===== config.mk =====
export PLATFORM = sky130hd
export DESIGN_NAME = ucode_sequencer
export DESIGN_NICKNAME = d
export VERILOG_FILES = /design/src/rtl/ucode_sequencer.sv
export SDC_FILE = /design/constraint.sdc
export NUM_CORES = 1
export LEC_CHECK = 0
export CAP_MARGIN = 20
export CORE_ASPECT_RATIO = 0.9
export CORE_MARGIN = 5
export CORE_UTILIZATION = 25
export DETAILED_ROUTE_END_ITERATION = 10
export MAX_ROUTING_LAYER = met4
export SKIP_CTS_REPAIR_TIMING = 1
export SLEW_MARGIN = 20
export SYNTH_ARGS = -nofsm -noshare
export SYNTH_HDL_FRONTEND = slang
export SYNTH_SLANG_ARGS = --single-unit

===== constraint.sdc =====
create_clock -name clk_i -period 3.15 [get_ports clk_i]
set_input_delay 0.4725 -clock clk_i [delete_from_list [all_inputs] [get_ports clk_i]]
set_output_delay 0.4725 -clock clk_i [all_outputs]
set_load 0.05 [all_outputs]

===== src/rtl/ucode_sequencer.sv =====
// Next-address controller for the microcode ROM: computes the ROM address each cycle
// from the current microword's sequencing fields, with a small call/return stack.
module ucode_sequencer #(
  parameter int UCODE_ADDR_LENGTH = 10,
  parameter int STACK_DEPTH       = 4,
  parameter int RESET_ADDR        = 0,
  parameter int FETCH_ADDR        = 1,
  parameter int IRQ_ADDR          = 2,
  parameter int DISPATCH_BASE     = 256
) (
  input  logic                         clk_i,
  input  logic                         reset_ni,
  output logic [UCODE_ADDR_LENGTH-1:0] ucode_addr_o,
  input  logic [2:0]                   seq_op_i,
  input  logic [UCODE_ADDR_LENGTH-1:0] seq_target_i,
  input  logic [2:0]                   seq_cond_sel_i,
  input  logic [7:0]                   cond_flags_i,
  input  logic [7:0]                   opcode_i,
  input  logic                         stall_i,
  input  logic                         irq_i,
  output logic                         irq_ack_o,
  output logic                         seq_valid_o,
  output logic                         seq_error_o
);

  localparam int AW  = UCODE_ADDR_LENGTH;
  localparam int SPW = $clog2(STACK_DEPTH + 1);
  localparam int IW  = (STACK_DEPTH > 1) ? $clog2(STACK_DEPTH) : 1;

  localparam logic [AW-1:0]  RESET_A   = AW'(RESET_ADDR);
  localparam logic [AW-1:0]  FETCH_A   = AW'(FETCH_ADDR);
  localparam logic [AW-1:0]  IRQ_A     = AW'(IRQ_ADDR);
  localparam logic [AW-1:0]  DISP_BASE = AW'(DISPATCH_BASE);
  localparam logic [SPW-1:0] SP_FULL   = SPW'(STACK_DEPTH);
  localparam logic [SPW-1:0] SP_ONE    = SPW'(1);

  localparam logic [2:0] OP_NEXT     = 3'd0;
  localparam logic [2:0] OP_JUMP     = 3'd1;
  localparam logic [2:0] OP_JUMPC    = 3'd2;
  localparam logic [2:0] OP_CALL     = 3'd3;
  localparam logic [2:0] OP_RET      = 3'd4;
  localparam logic [2:0] OP_DISPATCH = 3'd5;
  localparam logic [2:0] OP_WAIT     = 3'd6;
  localparam logic [2:0] OP_FETCH   = 3'd7;

  typedef enum logic [1:0] {
    S_BOOT = 2'd0,
    S_RUN  = 2'd1,
    S_HALT = 2'd2
  } seqState_e;

  seqState_e         state_q, state_d;
  logic [AW-1:0]     pc_q, pc_d;
  logic [SPW-1:0]    sp_q, sp_d;
  logic [AW-1:0]     stack_q [STACK_DEPTH];

  logic              condBit;
  logic [AW-1:0]     pcPlus1;
  logic [AW-1:0]     dispAddr;
  logic [AW-1:0]     stackTop;
  logic [IW-1:0]     pushIdx;
  logic [IW-1:0]     topIdx;
  logic              doPush;
  logic              irqAck;
  logic              seqValid;
  logic [AW-1:0]     nextAddr;

  assign condBit  = cond_flags_i[seq_cond_sel_i];
  assign pcPlus1  = pc_q + AW'(1);
  assign dispAddr = DISP_BASE + AW'(opcode_i);
  assign pushIdx  = IW'(sp_q);
  assign topIdx   = IW'(sp_q - SP_ONE);
  assign stackTop = stack_q[topIdx];

  // Next-address selection; everything defaults to "hold" so HALT and stall fall out naturally.
  always_comb begin
    state_d  = state_q;
    nextAddr = pc_q;
    sp_d     = sp_q;
    doPush   = 1'b0;
    irqAck   = 1'b0;
    seqValid = 1'b0;

    unique case (state_q)
      S_BOOT: begin
        nextAddr = RESET_A;
        state_d  = S_RUN;
      end

      S_RUN: begin
        seqValid = 1'b1;
        if (!stall_i) begin
          unique case (seq_op_i)
            OP_NEXT:     nextAddr = pcPlus1;
            OP_JUMP:     nextAddr = seq_target_i;
            OP_JUMPC:    nextAddr = condBit ? seq_target_i : pcPlus1;
            OP_CALL: begin
              if (sp_q < SP_FULL) begin
                doPush   = 1'b1;
                sp_d     = sp_q + SP_ONE;
                nextAddr = seq_target_i;
              end else begin
                state_d = S_HALT;
              end
            end
            OP_RET: begin
              if (sp_q != '0) begin
                sp_d     = sp_q - SP_ONE;
                nextAddr = stackTop;
              end else begin
                state_d = S_HALT;
              end
            end
            OP_DISPATCH: nextAddr = dispAddr;
            OP_WAIT:     nextAddr = condBit ? pcPlus1 : pc_q;
            OP_FETCH: begin
              if (irq_i) begin
                nextAddr = IRQ_A;
                irqAck   = 1'b1;
              end else begin
                nextAddr = FETCH_A;
              end
            end
            default:     nextAddr = pc_q;
          endcase
        end
      end

      S_HALT: nextAddr = pc_q;

      default: state_d = S_BOOT;
    endcase
  end

  assign pc_d         = nextAddr;
  assign ucode_addr_o = nextAddr;
  assign irq_ack_o    = irqAck;
  assign seq_valid_o  = seqValid;
  assign seq_error_o  = (state_q == S_HALT);

  always_ff @(posedge clk_i or negedge reset_ni) begin
    if (!reset_ni) begin
      state_q <= S_BOOT;
      pc_q    <= RESET_A;
      sp_q    <= '0;
      for (int i = 0; i < STACK_DEPTH; i++) begin
        stack_q[i] <= '0;
      end
    end else begin
      state_q <= state_d;
      pc_q    <= pc_d;
      sp_q    <= sp_d;
      if (doPush) begin
        stack_q[pushIdx] <= pcPlus1;
      end
    end
  end

endmodule


==> results of run 1 <==
-- logic make-up (layout without fill, tap and decap cells) --
| family | after synthesis | after routing | share of synthesized area (%) |
|---|---|---|---|
| adder cells (fa/ha/maj) | 6 | 6 | 2.26 |
| XOR/XNOR | 13 | 13 | 3.43 |
| flip-flops | 55 | 55 | 41.5 |
| multiplexers | 20 | 20 | 10.3 |
| buffers and inverters | 29 | 98 | 3.89 |
| AND/OR/NAND/NOR | 118 | 118 | 16.7 |
| AO/OA/AOI/OAI | 106 | 106 | 21.9 |
-- area by class of cell --
cell class,count,area [um2]
sequential,55,1380
fill,1329,8670
timing repair buffer,82,860
clock buffer,6,129
inverter,8,30.0
tap,168,210
clock inverter,2,38.8
multi-input combinational,263,1850
-- metal layers --
| metal | vias to the layer above | share of wire (%) |
|---|---|---|
| met5 | - | 0 |
| met3 | 10 | 7.0 |
| li1 | 1404 | - |
| met2 | 102 | 45 |
| met4 | 0 | 0.54 |
| met1 | 1424 | 48 |
-- critical path: cells and delay by family, from the launching register on --
family                     cells  cell delay [ns]
AOI/OAI and AO/OA              4             0.91
DFF                            1             0.42
buffers and inverters          3             0.38
muxes                          1             0.30
adders and majority gates      1             0.29
-- path summary, 6_finish.rpt --
path                       slack [ns]  depth (start not counted)         endpoint
setup / recovery                 0.08                          9  ucode_addr_o[6]
hold / removal                   0.28                          1      stack_q[36]
setup reg to reg                 0.87                          7      stack_q[15]
hold reg to reg                  0.48                          2       stack_q[8]
max in group asynchronous        2.19                          2      stack_q[31]
min in group clk_i               0.48                          2       stack_q[8]
-- state kept, by name (all words and copies together) (netlist names) --
| name | cells |
|---|---|
| stack_q | 40 |
| pc_q | 10 |
| state_q | 2 |
| sp_q | 3 |
-- where the power goes --
part / total (mW) / switching, mW / internal [mW]
Combinational: 1.79 / 0.934 / 0.853
Sequential: 1.19 / 0.208 / 0.984
Clock: 0.641 / 0.262 / 0.379
Total: 3.62 / 1.40 / 2.22
-- Yosys cell counts, drive strengths merged (3+ instances only) --
master,count,area [um2]
nand2,66,248
dfrtp,55,1380
o21ai,45,225
clkbuf,12,45.0
a21oi,11,55.1
nand3,11,60.1
mux4,10,236
nor2,10,37.5
buf,9,53.8
inv,8,30.0
nor2b,8,50.1
xnor2,8,70.1
ha,6,75.1
nor3,6,35.0
a221oi,5,43.8
a22o,5,43.8
a22oi,5,47.5
mux2,5,56.3
mux2i,5,50.1
xor2,5,43.8
a31oi,4,25.0
and3,4,25.0
o22ai,4,25.0
a21boi,3,22.5
nand2b,3,18.8
o31ai,3,41.3
==> impl.org, run 1 <==
** STA
- Headroom to the max-slew limit came out at 44.5%.
- Number of slew-limit violations in the final report :: 0
- Final-report hold violation count :: 0
- Actual transition at the worst max-transition pin :: 0.833 ns
- Worst setup slack after layout :: 0.0830 ns
- After layout, the minimum clock period comes to 3.07 ns.
- Based on the critical path, the design can be clocked at up to 326 MHz.
- Sum Neg Setup Slack :: 0 ns
- Tcrit/Tclk final :: 97.4%
- Clock Skews :: 0.00538 ns
- Setup violations remaining at the end of the flow were counted as 0.
- On the final layout, the worst hold slack is 0.277 ns.

** Final layout
- The number of antenna diodes in the final layout is 0.
- Layout cell share with drive strength beyond 1 :: 20.2%
- The library cell used most frequently in the layout, excluding fill and tap cells, is nand2_1.
- Area growth, synth to finish :: 35.4%
- Leading cell types in the layout, fill and taps excluded :: 66 x nand2_1, 55 x dfrtp_1, 42 x o21ai_0, 33 x clkdlybuf4s50_1, 32 x buf_4
- For this run, the post-layout net count is 457.
- Final non-filler cell total :: 584
- Final core utilization :: 34.1%
- The finished cells cover 0.00449 mm2.

** Status
- The flow ran to the end, and the final reports show no timing, DRC or antenna violations.

** Yosys
- Summing every instance area after synthesis gives 0.00332 mm2.
- When the netlist entered floorplanning its net count stood at 389.
- A synthesized cell averages 9.56 um2.
- In the synthesized netlist, the number of instances is 347.
- Yosys mapped the design onto 57 distinct sky130hd cell types.
- EDFF count, synth :: 0
- Synthesis inferred 55 register bits.
- Summing the sequential cell areas from Yosys gives 41.5% of the chip area.
- Synthesis Warnings :: 0
- Proportion of register bits with asynchronous set or reset after synthesis :: 100%
- Among all flip-flop cells after synthesis, the most frequent one is dfrtp_1.

** Clock tree
- In this run the deepest clock path goes through 2 buffers.
- Clock latency on the worst-skew pair :: 0.29 ns
- Clk slew on worst S/H paths :: 0.07 ns
- The clock drives 55 sinks.
- TritonCTS Buffers :: 5
- CTS tree :: built
- CTS built an H-tree with a depth of 2.
- The tree is rooted in a clkbuf_16.

** Placed design
- The placed instances occupy a cell area of 0.00423 mm2.
- Counting tap cells, the placed design contains a total of 571 instances.
- At the placement stage, the worst setup path has a slack of -0.00286 ns.
- The congestion estimate from routability-driven global placement came to 0.874.
- Once detailed placement completed, the half-perimeter wirelength came to 7650 um.
- IO Port Bufs :: 48

** Pwr
- Static power due to leakage :: 1.91 nW
- The design draws 3.62 mW.
- Across the VDD grid, the largest voltage drop is 496 uV.
- Power per cell area :: 806 mW/mm2

** Global routing
- GRT Max-Usage Layer :: met2
- GRT Total Usage :: 12.7%
- Global routing consumed, on the met3 layer, 3.29% of the routing resources.
- The first global-routing pass estimated 15800 um of wire.
- Number of antenna violations at the first check in global routing :: 0
- Global routing used 18.1% of the available met1 tracks.
- Pin count of the biggest net entering global routing :: 37
- Met2 routing resource usage after global routing :: 18.3%
- Number of global-route vias before repair :: 2873
- Global-route congestion overflow total :: 0

** Drt
- In the routed layout, each cell is associated on average with a via count of 5.03.
- Total length of routed wires :: 9860 um
- Detailed-route DRC error count :: 0
- Post-route ant nets :: 0
- For this block, the initial DRC count from the detailed router was 263.
- First-pass detailed-route iteration total :: 5
- Routed via count :: 2940
- In the final routed layout, each cell accounts on average for 16.9 um.

** Flow run
- The tool flagged a number of max-cap violations equal to 0.

** Worst setup path
- Category of the most critical setup path :: reg2out
- Crit path capture type :: output pin
- Ordered cell list for the critical path :: inv_2 -> ha_4 -> buf_4 -> mux4_2 -> a221o_1 -> a31oi_1 -> o21ai_1 -> a22o_2 -> buf_12
- Critical path launch point type :: register
- In this run the worst path has a maximum fanout of 4.
- Worst-path cell with the longest stage delay :: dfrtp_1
- On the worst path, the slowest cell contributes a delay of 0.42 ns.
- Start point of the critical path :: sp_q[1]
- STA puts the critical path data required time at 2.68 ns.
- Data arrives at the worst endpoint at 2.59 ns.
- Reg-to-reg startpoint :: state_q[1]

** Floorplanning
- Measured along the x axis, the die boundary spans 131 um.
- Row generation in the floorplan step produced 40 rows.
- The die covers 0.0157 mm2.
- Vertical extent of the die :: 119 um
- Once the floorplan was initialized, standard cells occupied 25.2% of the core.
- Num ports :: 49
- Area of the core :: 0.0132 mm2

** Hold path
- Tightest Hold Check Type :: in2async
Power figures use the tool's default switching activity.
==> run 2, diff against run 1 <==
- CORE_UTILIZATION: 25 -> 30
==> impl.org, run 2 (same netlist as run 1, synthesis figures left out) <==
** Drt
- Number of vias per cell after detailed routing :: 5.33 (+5.8%)
- The count of routing violations after the opening detailed-route iteration came to 220 (-16%).
- Post-route ant nets :: 0 (unchanged)
- Wire length per cell :: 17.6 um (+4.1%)
- First-pass detailed-route iteration total :: 4 (-1)
- The DRC violation count after routing is 0 (unchanged).
- The met1 wire length is 4600 um (-1.7%).
- The detailed router used layers up to and including met4.
- The total vias in the final route is 2930 (-0.34%).
- Detailed-routed wire length on met2 :: 4360 um (-1.6%)
- The post-detailed-routing wire length came to 9660 um (-2.0%).
- The routed length on met3 came to 638 um (-7.4%).

** Pwr
- Post-layout power :: 3.63 mW (+0.41%)
- Max rail drop VDD :: 398 uV (-20%)
- Static power due to leakage :: 1.93 nW (+0.78%)
- The power density over cell area was 809 mW/mm2 (+0.41%).

** STA
- The number of max-slew violations in the final report came to 0 (unchanged).
- Timing-limited maximum frequency :: 324 MHz (-0.64%)
- The final setup skew came to 0.00439 ns (-0.000992 ns).
- Actual transition at the worst max-transition pin :: 0.536 ns (-0.296 ns)
- Worst setup slack after layout :: 0.0633 ns (-0.0197 ns)
- The final critical-path share of the clock period is 98.0% (+0.63 points).
- The headroom to the max-slew limit came to 64.0% (+19 points).
- Final-report hold violation count :: 0 (unchanged)
- Shortest clock period the worst path allows after layout :: 3.09 ns (+0.0197 ns)
- Setup violators final :: 0 (unchanged)
- Setup repair after global routing left no endpoint under its margin.

** Worst setup path
- Worst R2R Setup Slack :: 0.88 ns (about the same)
- The worst setup path is launched from an input pin.
- The highest fanout seen on the critical path is 12 (+8).
- The cell count of the worst reg-to-reg path came to 8 (+1).
- The required arrival time at the worst endpoint is 2.68 ns (about the same).
- In this run the critical register-to-register path is captured at pc_q[6].
- In this run the critical register-to-register path is launched from sp_q[0].
- The worst setup path is of the in2out kind.
- The worst endpoint data arrival time was 2.61 ns (+0.02 ns).
- STA classifies the critical path endpoint as an output pin.

** Final layout
- The ratio of cells with drive above 1 in the final layout came to 21.6% (+1.4 points).
- The core occupancy in the finished layout was 41.5% (+7.4 points).
- Area growth, synth to finish :: 35.4% (unchanged)
- Ranked by flip-flop count, first place goes to stack_q.
- The final instance area is 0.00449 mm2 (unchanged).
- The net total in the final layout is 458 (+0.22%).
- Number of diodes added for antenna fixing :: 0 (unchanged)
- Leading cell types in the layout, fill and taps excluded :: 66 x nand2_1, 55 x dfrtp_1, 42 x o21ai_0, 33 x clkdlybuf4s50_1, 30 x buf_4
- Leaving out fill and tap cells, the most frequent cell in the layout is nand2_1.
- Number of flip-flops under the largest register name :: 40 (unchanged)
- In the final layout, the registers with the most flip-flops are stack_q x40, pc_q x10, sp_q x3.

** Floorplanning
- DIE AREA :: 0.0133 mm2 (-15%)
- Vertical extent of the die :: 110 um (-8.0%)
- Starting density of the core :: 30.7% (+5.5 points)
- The total I/O pin count came to 49 (unchanged).
- The die width is 121 um (-8.1%).
- The floorplan row count was 36 (-10%).
- The area inside the core boundary came to 0.0108 mm2 (-18%).

** Global routing
- The overall track demand over capacity in global routing is 15.4% (+2.7 points).
- Wire length of the first global-routing pass :: 15500 um (-1.5%)
- Pin count of the biggest net entering global routing :: 37 (unchanged)
- Number of antenna violations at the first check in global routing :: 0 (unchanged)
- Global-route congestion overflow total :: 0 (unchanged)
- The via count of the first global-routing pass came to 2934 (+2.1%).

** Clock tree
- The number of levels the H-tree was split into came to 2 (unchanged).
- Clock net sink count :: 55 (unchanged)
- The clock buffer count from CTS is 5 (unchanged).
- Clk slew on worst S/H paths :: 0.07 ns (about the same)
- Buffers from clock root to sink, at most :: 2 (unchanged)
- CTS tree :: built
- Master cell of the clock root buffer :: clkbuf_16
- The source-to-sink clock delay at the later pin of the worst-skew pair came to 0.30 ns (about the same).

** Placed design
- The last weighted congestion value of the routability-driven placer is 0.946 (+8.2%).
- Standard cell area after detailed placement :: 0.00419 mm2 (-1.1%)
- The estimated wirelength of the detail-placed design was 7340 um (-4.0%).
- IO Port Bufs :: 48 (unchanged)
- Post-Place Setup Slack :: -0.0710 ns (-0.0681 ns)

** Hold path
- Tightest Hold Check Type :: in2async

** Status
- The flow ran to the end, and the final reports show no timing, DRC or antenna violations.

** Flow run
- The count of max-cap constraint violations came to 0 (unchanged).
==> run 2: power by group <==
group          switching (mW)  internal (mW)
registers               0.226          0.984
clock network           0.265          0.319
logic                   0.926          0.916
==> run 2: per-stage QoR <==
stage               std cells  TNS (ns)  hold slack [ns]
floorplan                 347         0            0.177
global placement          534         0            0.436
detailed placement        534   -0.0710            0.448
CTS                       542   -0.0862            0.129
global route              550         0            0.161
finish                    550         0            0.112
==> run 2: routing by layer <==
layer	vias up	track usage, %
li1	1402	-
met5	-	-
met3	7	4.01
met4	0	2.43
met2	89	22.3
met1	1432	22.1
==> run 2: layout make-up <==
type | count | area, um2
Inverter | 8 | 30.0
Tap cell | 133 | 166
Timing Repair Buffer | 83 | 896
Sequential cell | 55 | 1380
Multi-Input combinational cell | 263 | 1870
Clock inverter | 2 | 13.8
Clock buffer | 6 | 139
Fill cell | 1079 | 6320
==> run 2: worst max-delay path, cell delays in order <==
cell	delay (ns)
clkdlybuf4s50_1	0.51
buf_6	0.20
nor2b_1	0.17
a22o_1	0.26
a221o_1	0.31
a31oi_1	0.15
o21ai_1	0.10
a22o_1	0.27
buf_12	0.17
==> run 2: how the worst max path moves through the flow <==
| stage | start | to | slack, ns |
|---|---|---|---|
| after floorplan | sp_q[0] | ucode_addr_o[5] | 0.14 |
| after global placement | seq_cond_sel_i[0] | ucode_addr_o[2] | 0.03 |
| after detailed placement | seq_cond_sel_i[0] | ucode_addr_o[2] | -0.07 |
| after CTS | seq_cond_sel_i[0] | ucode_addr_o[2] | -0.08 |
| after global routing | pc_q[0] | ucode_addr_o[9] | 0.004 |
| final | seq_op_i[2] | ucode_addr_o[6] | 0.06 |
==> variant 1, RTL diff (config.mk and constraints of run 2) <==
`UCODE_ADDR_LENGTH`: 10 -> 9.
--- a/src/rtl/ucode_sequencer.sv
+++ b/src/rtl/ucode_sequencer.sv
@@ -2,5 +2,5 @@
 // from the current microword's sequencing fields, with a small call/return stack.
 module ucode_sequencer #(
-  parameter int UCODE_ADDR_LENGTH = 10,
+  parameter int UCODE_ADDR_LENGTH = 9,
   parameter int STACK_DEPTH       = 4,
   parameter int RESET_ADDR        = 0,
Interface: changed (resized seq_target_i and ucode_addr_o); port bits go from 49 to 47. The function was not compared with the original's and may differ.
==> variant 1 against run 2 <==
  * Global-route usage shrank 1.3 points
  * Total power is 8.0% lower
  * Critical endpoint is now ucode_addr_o[3]
  * Sequential cell count fell by 5
  * Worst setup slack better by 0.076 ns
  * Routed wire length shrank 12%
  * Synthesized area decreased by 6.0%
  * Design area decreased by 8.2%
==> variant 1: results (changes against run 2) <==
* Status: finished clean
* Hold Path Class: input pin to asynchronous set/reset pin
* Peak supply drop at 0.5804 mV (+46%)
* Syn. warnings at 0 (unchanged)
* CTS root buffer: clkbuf_16
* Crit path max fanout at 5 (-7)
* Commonest cells post-synth: 60 x nand2_1, 50 x dfrtp_1, 23 x o21ai_1
* Top flop regs: stack_q: 36 flops, pc_q: 9 flops, sp_q: 3 flops
* Num CTS Buffers at 5 (unchanged)
* Biggest area consumer among synthesized cells: dfrtp_1
* Htree depth at 2 (unchanged)
* Global routing usage on met2 at 0.2246 (+0.001628)
* Vias in the first global route at 2745 (-6.4%)
* Place WS at -0.06709 ns (+0.003875 ns)
* Diode count at 0 (unchanged)
* M3 GR Usage at 0.03903 (-0.001094)
* R2r endpoint: pc_q[3]
* Clock transition at path regs at 0.07 ns (about the same)
* Initial antenna violation count at 0 (unchanged)
* Routed WL at 8547 microns (-12%)
* Synth cell types at 63 (+11%)
* Synth area leaders: dfrtp_1 40%, nand2_1 7.2%, mux4_1 4.2%
* First-pass GRT wire length at 14090 microns (-9.4%)
* Async SR Flop Fraction at 1.000 (unchanged)
* Placed cell area at 3913 sq um (-6.5%)
* Clock skew at 0.003062 ns (-0.001329 ns)
* Port bufs at 46 (-4.2%)
* Register area share after synthesis at 0.4011 (-0.01381)
* Mapped Nets at 369 (-5.1%)
* R2R Setup Slk at 0.82 ns (-0.06 ns)
* Routed via count at 2692 (-8.1%)
* Max Root-Sink Buffers at 2 (unchanged)
* Post-DP HPWL at 6654 microns (-9.4%)
* P_leak at 1.832 nW (-4.9%)
* Cells on worst reg2reg path at 8 (unchanged)
* Slew of the pin with the lowest slew margin at 0.5678 ns (+0.03148 ns)
* Worst r2r src: sp_q[1]
* GRT Total Usage at 0.1409 (-0.01301)
* Layout Nets at 430 (-6.1%)
* GPL Wtd Cong at 0.9202 (-2.7%)
* Drt first pass iters at 4 (unchanged)
* Largest net degree at the start of global routing at 25 (-32%)
* Worst-Skew Late Latency at approximately 0.29 ns
* WP data arrival at 2.54 ns (-0.07 ns)
* Fmax at 332.2 MHz (+2.5%)
* Share of cells above drive strength 1 at 0.1923 (-0.02352)
* Iteration-0 DRC Markers at 170 (-23%)
* M1 GR Usage at 0.1743 (-0.04642)
variant 1: cell types whose count changed after synthesis, sizes merged, moves of 4 or more:
cell and delta:
nand2 -5, dfrtp -5, clkbuf -4, nor2b -4
nor2 +6
variant 1: how the worst max path moves through the flow:
stage	start	cells after the start	endpoint
2_1_floorplan	sp_q[0]	9	ucode_addr_o[4]
3_3_place_gp	seq_cond_sel_i[0]	8	ucode_addr_o[4]
3_5_place_dp	seq_cond_sel_i[0]	8	ucode_addr_o[4]
4_1_cts	seq_cond_sel_i[0]	8	ucode_addr_o[4]
5_1_grt	sp_q[1]	9	ucode_addr_o[4]
6_report	sp_q[1]	8	ucode_addr_o[3]
variant 1: kinds of logic after synthesis:
group | count (synthesis) | synth area share
AO/OA/AOI/OAI | 97 | 0.2134
XOR/XNOR | 10 | 0.03049
adder cells (fa/ha/maj) | 6 | 0.02407
buffers and inverters | 31 | 0.04573
flip-flops | 50 | 0.4011
multiplexers | 20 | 0.1107
AND/OR/NAND/NOR | 114 | 0.1745
variant 1: power breakdown:
part / internal, W / total [W] / leakage (nW) / switching, W
Sequential: 0.000901 / 0.00110 / 0.642 / 0.000202
Clock: 0.000381 / 0.000636 / 0.0848 / 0.000255
Combinational: 0.000777 / 0.00160 / 1.11 / 0.000827
variant 1: worst max-delay path, cell delays in order, from the launching register on:
cell	delay (ns)
dfrtp_1	0.37
inv_1	0.11
ha_4	0.32
buf_4	0.15
mux4_2	0.29
a221oi_1	0.33
a31oi_1	0.14
a211o_1	0.35
buf_12	0.17
variant 1: metal layers:
layer	routed length, microns	up-vias
met2	4026	91
met5	0	-
met1	3818	1262
li1	-	1327
met3	558	12
met4	144	0
variant 1: layout make-up:
class / instances / area (sq um)
inverters: 11 / 41.29
clock inverters: 3 / 47.55
repair buffers: 74 / 752.0
multi-input cells: 247 / 1745
flip-flops and latches: 50 / 1251
well taps: 129 / 161.4
fillers: 1019 / 6080
clock buffers: 5 / 125.1
variant 1: per-stage QoR:
| step | TNS (ns) | total power, W | hold WS [ns] | utilization | cells |
|---|---|---|---|---|---|
| 4_1_cts | -0.1259 | 0.003324 | 0.1943 | 0.4004 | 518 |
| 3_3_place_gp | -0.02680 | 0.002644 | 0.4573 | 0.3834 | 510 |
| 3_5_place_dp | -0.1280 | 0.002678 | 0.4710 | 0.3834 | 510 |
| 2_1_floorplan | 0 | 0.002087 | 0.1769 | - | 328 |
| 6_report | 0 | 0.003342 | 0.1685 | 0.4042 | 519 |
| 5_1_grt | -0.0009346 | 0.003559 | 0.2212 | 0.4042 | 519 |
==> variant 2, RTL diff (flow settings as in run 2) <==
Without the edit above. Register the inputs `seq_target_i` and `irq_i` before use, cleared by the reset. The logic sees them one clock later. The other inputs are not delayed to match.
--- a/src/rtl/ucode_sequencer.sv
+++ b/src/rtl/ucode_sequencer.sv
@@ -50,4 +50,17 @@
   } seqState_e;
 
+  logic [UCODE_ADDR_LENGTH-1:0] seq_target_q;
+  logic irq_q;
+
+  always_ff @(posedge clk_i or negedge reset_ni) begin
+    if (!reset_ni) begin
+      seq_target_q <= '0;
+      irq_q        <= '0;
+    end else begin
+      seq_target_q <= seq_target_i;
+      irq_q        <= irq_i;
+    end
+  end
+
   seqState_e         state_q, state_d;
   logic [AW-1:0]     pc_q, pc_d;
@@ -93,11 +106,11 @@
           unique case (seq_op_i)
             OP_NEXT:     nextAddr = pcPlus1;
-            OP_JUMP:     nextAddr = seq_target_i;
-            OP_JUMPC:    nextAddr = condBit ? seq_target_i : pcPlus1;
+            OP_JUMP:     nextAddr = seq_target_q;
+            OP_JUMPC:    nextAddr = condBit ? seq_target_q : pcPlus1;
             OP_CALL: begin
               if (sp_q < SP_FULL) begin
                 doPush   = 1'b1;
                 sp_d     = sp_q + SP_ONE;
-                nextAddr = seq_target_i;
+                nextAddr = seq_target_q;
               end else begin
                 state_d = S_HALT;
@@ -115,5 +128,5 @@
             OP_WAIT:     nextAddr = condBit ? pcPlus1 : pc_q;
             OP_FETCH: begin
-              if (irq_i) begin
+              if (irq_q) begin
                 nextAddr = IRQ_A;
                 irqAck   = 1'b1;
Behaviour: not the same (a bounded check fails within 4 cycles, from zero or initial values and one cycle with reset_ni low).
==> variant 2 against run 2 <==
  * Core utilization rose by 0.73 points
  * Sequential cell count grew 11
  * Routed wire length decreased by 2.7%
  * Fmax decreased by 0.67%
  * Synthesized area up 4.7%
  * Clock skew rose by 0.0052 ns
  * Worst setup slack got worse by 0.021 ns
  * Design area rose by 7.2%
  * Total power increased by 15%
  * Count of clock-buffer cells in the layout grew 5
==> variant 2: results (changes against run 2) <==
* Status: finished clean
* First-pass GRT wire length at 15130 microns (-2.7%)
* Routed WL at 9400 microns (-2.7%)
* Htree depth at 3 (+1)
* Place WS at -0.05022 ns (+0.02075 ns)
* Clock transition at path regs at 0.05 ns (-0.02 ns)
* Share of cells above drive strength 1 at 0.2440 (+0.02819)
* Iteration-0 DRC Markers at 334 (+52%)
* Mapped Avg Cell Area at 10.22 sq um (+6.9%)
* Num CTS Buffers at 9 (+4)
* Synth Area in Adders at 0.02161 (-0.001019)
* Post-DP HPWL at 6845 microns (-6.7%)
* Met3 wire len at 579 microns (-9.2%)
* Worst path max stage delay at 0.41 ns (-0.10 ns)
* Clock skew at 0.009546 ns (+0.005156 ns)
* Drt first pass iters at 5 (+1)
* Mapped Nets at 382 (-1.8%)
* GPL Wtd Cong at 0.9096 (-3.8%)
* Vias in the first global route at 2920 (-0.48%)
* Synth area leaders: dfrtp_1 48%, o21ai_0 7.2%, mux4_2 6.5%
* Largest net degree at the start of global routing at 67 (+81%)
* Compound-Gate Fraction of Synth Area at 0.1938 (-0.02498)
* Slowest-stage cell, CP: dfrtp_1
* Inst Count DP at 552 (+3.4%)
* GRT Total Usage at 0.1430 (-0.01093)
* CP Launch Point: sp_q[0]
* Placed cell area at 4367 sq um (+4.3%)
* Avg Vias per Cell at 5.082 (-4.6%)
* Top flop regs: stack_q: 40 flops, pc_q: 10 flops, seq_target_q: 10 flops
* Register area share after synthesis at 0.4755 (+0.06057)
* Peak supply drop at 0.2979 mV (-25%)
* P_leak at 2.096 nW (+8.7%)
* Synth cell types at 53 (-7.0%)
* Relative slew slack at 0.4465 (-0.1934)
* WP data arrival at 2.63 ns (+0.02 ns)
* Hold WS at 0.3337 ns (+0.2217 ns)
* WL met2 at 4615 microns (+5.9%)
* Fmax at 321.8 MHz (-0.67%)
* Fin cells at 574 (+4.4%)
* Commonest cells post-synth: 66 x dfrtp_1, 58 x nand2_1, 50 x o21ai_0
* Crit path max fanout at 4 (-8)
[variant 2: cell families after synthesis]
group                      Yosys count
AOI/OAI and AO/OA                   99
xor gates and xnor gates            12
and+or+nand+nor                    114
DFF                                 66
adders and majority gates            6
buffers and inverters               24
muxes                               19
[variant 2: per-layer routing]
metal	track usage	vias up
met4	0.03764	0
li1	-	1386
met5	-	-
met3	0.04081	17
met1	0.1786	1423
met2	0.2279	91
[variant 2: layout make-up]
cell class / count / area (sq um) / area share
sequential: 66 / 1652 / 0.3431
clock buffer: 11 / 252.7 / 0.05251
inverter: 5 / 18.77 / 0.003899
clock inverter: 5 / 60.06 / 0.01248
timing repair buffer: 81 / 859.6 / 0.1786
multi-input combinational: 250 / 1775 / 0.3689
tap: 156 / 195.2 / 0.04055
[variant 2: where the power goes]
part | internal [W] | total (W) | switching [W]
combinational | 0.000858 | 0.00177 | 0.000911
sequential | 0.00114 | 0.00136 | 0.000224
clock | 0.000658 | 0.00104 | 0.000378
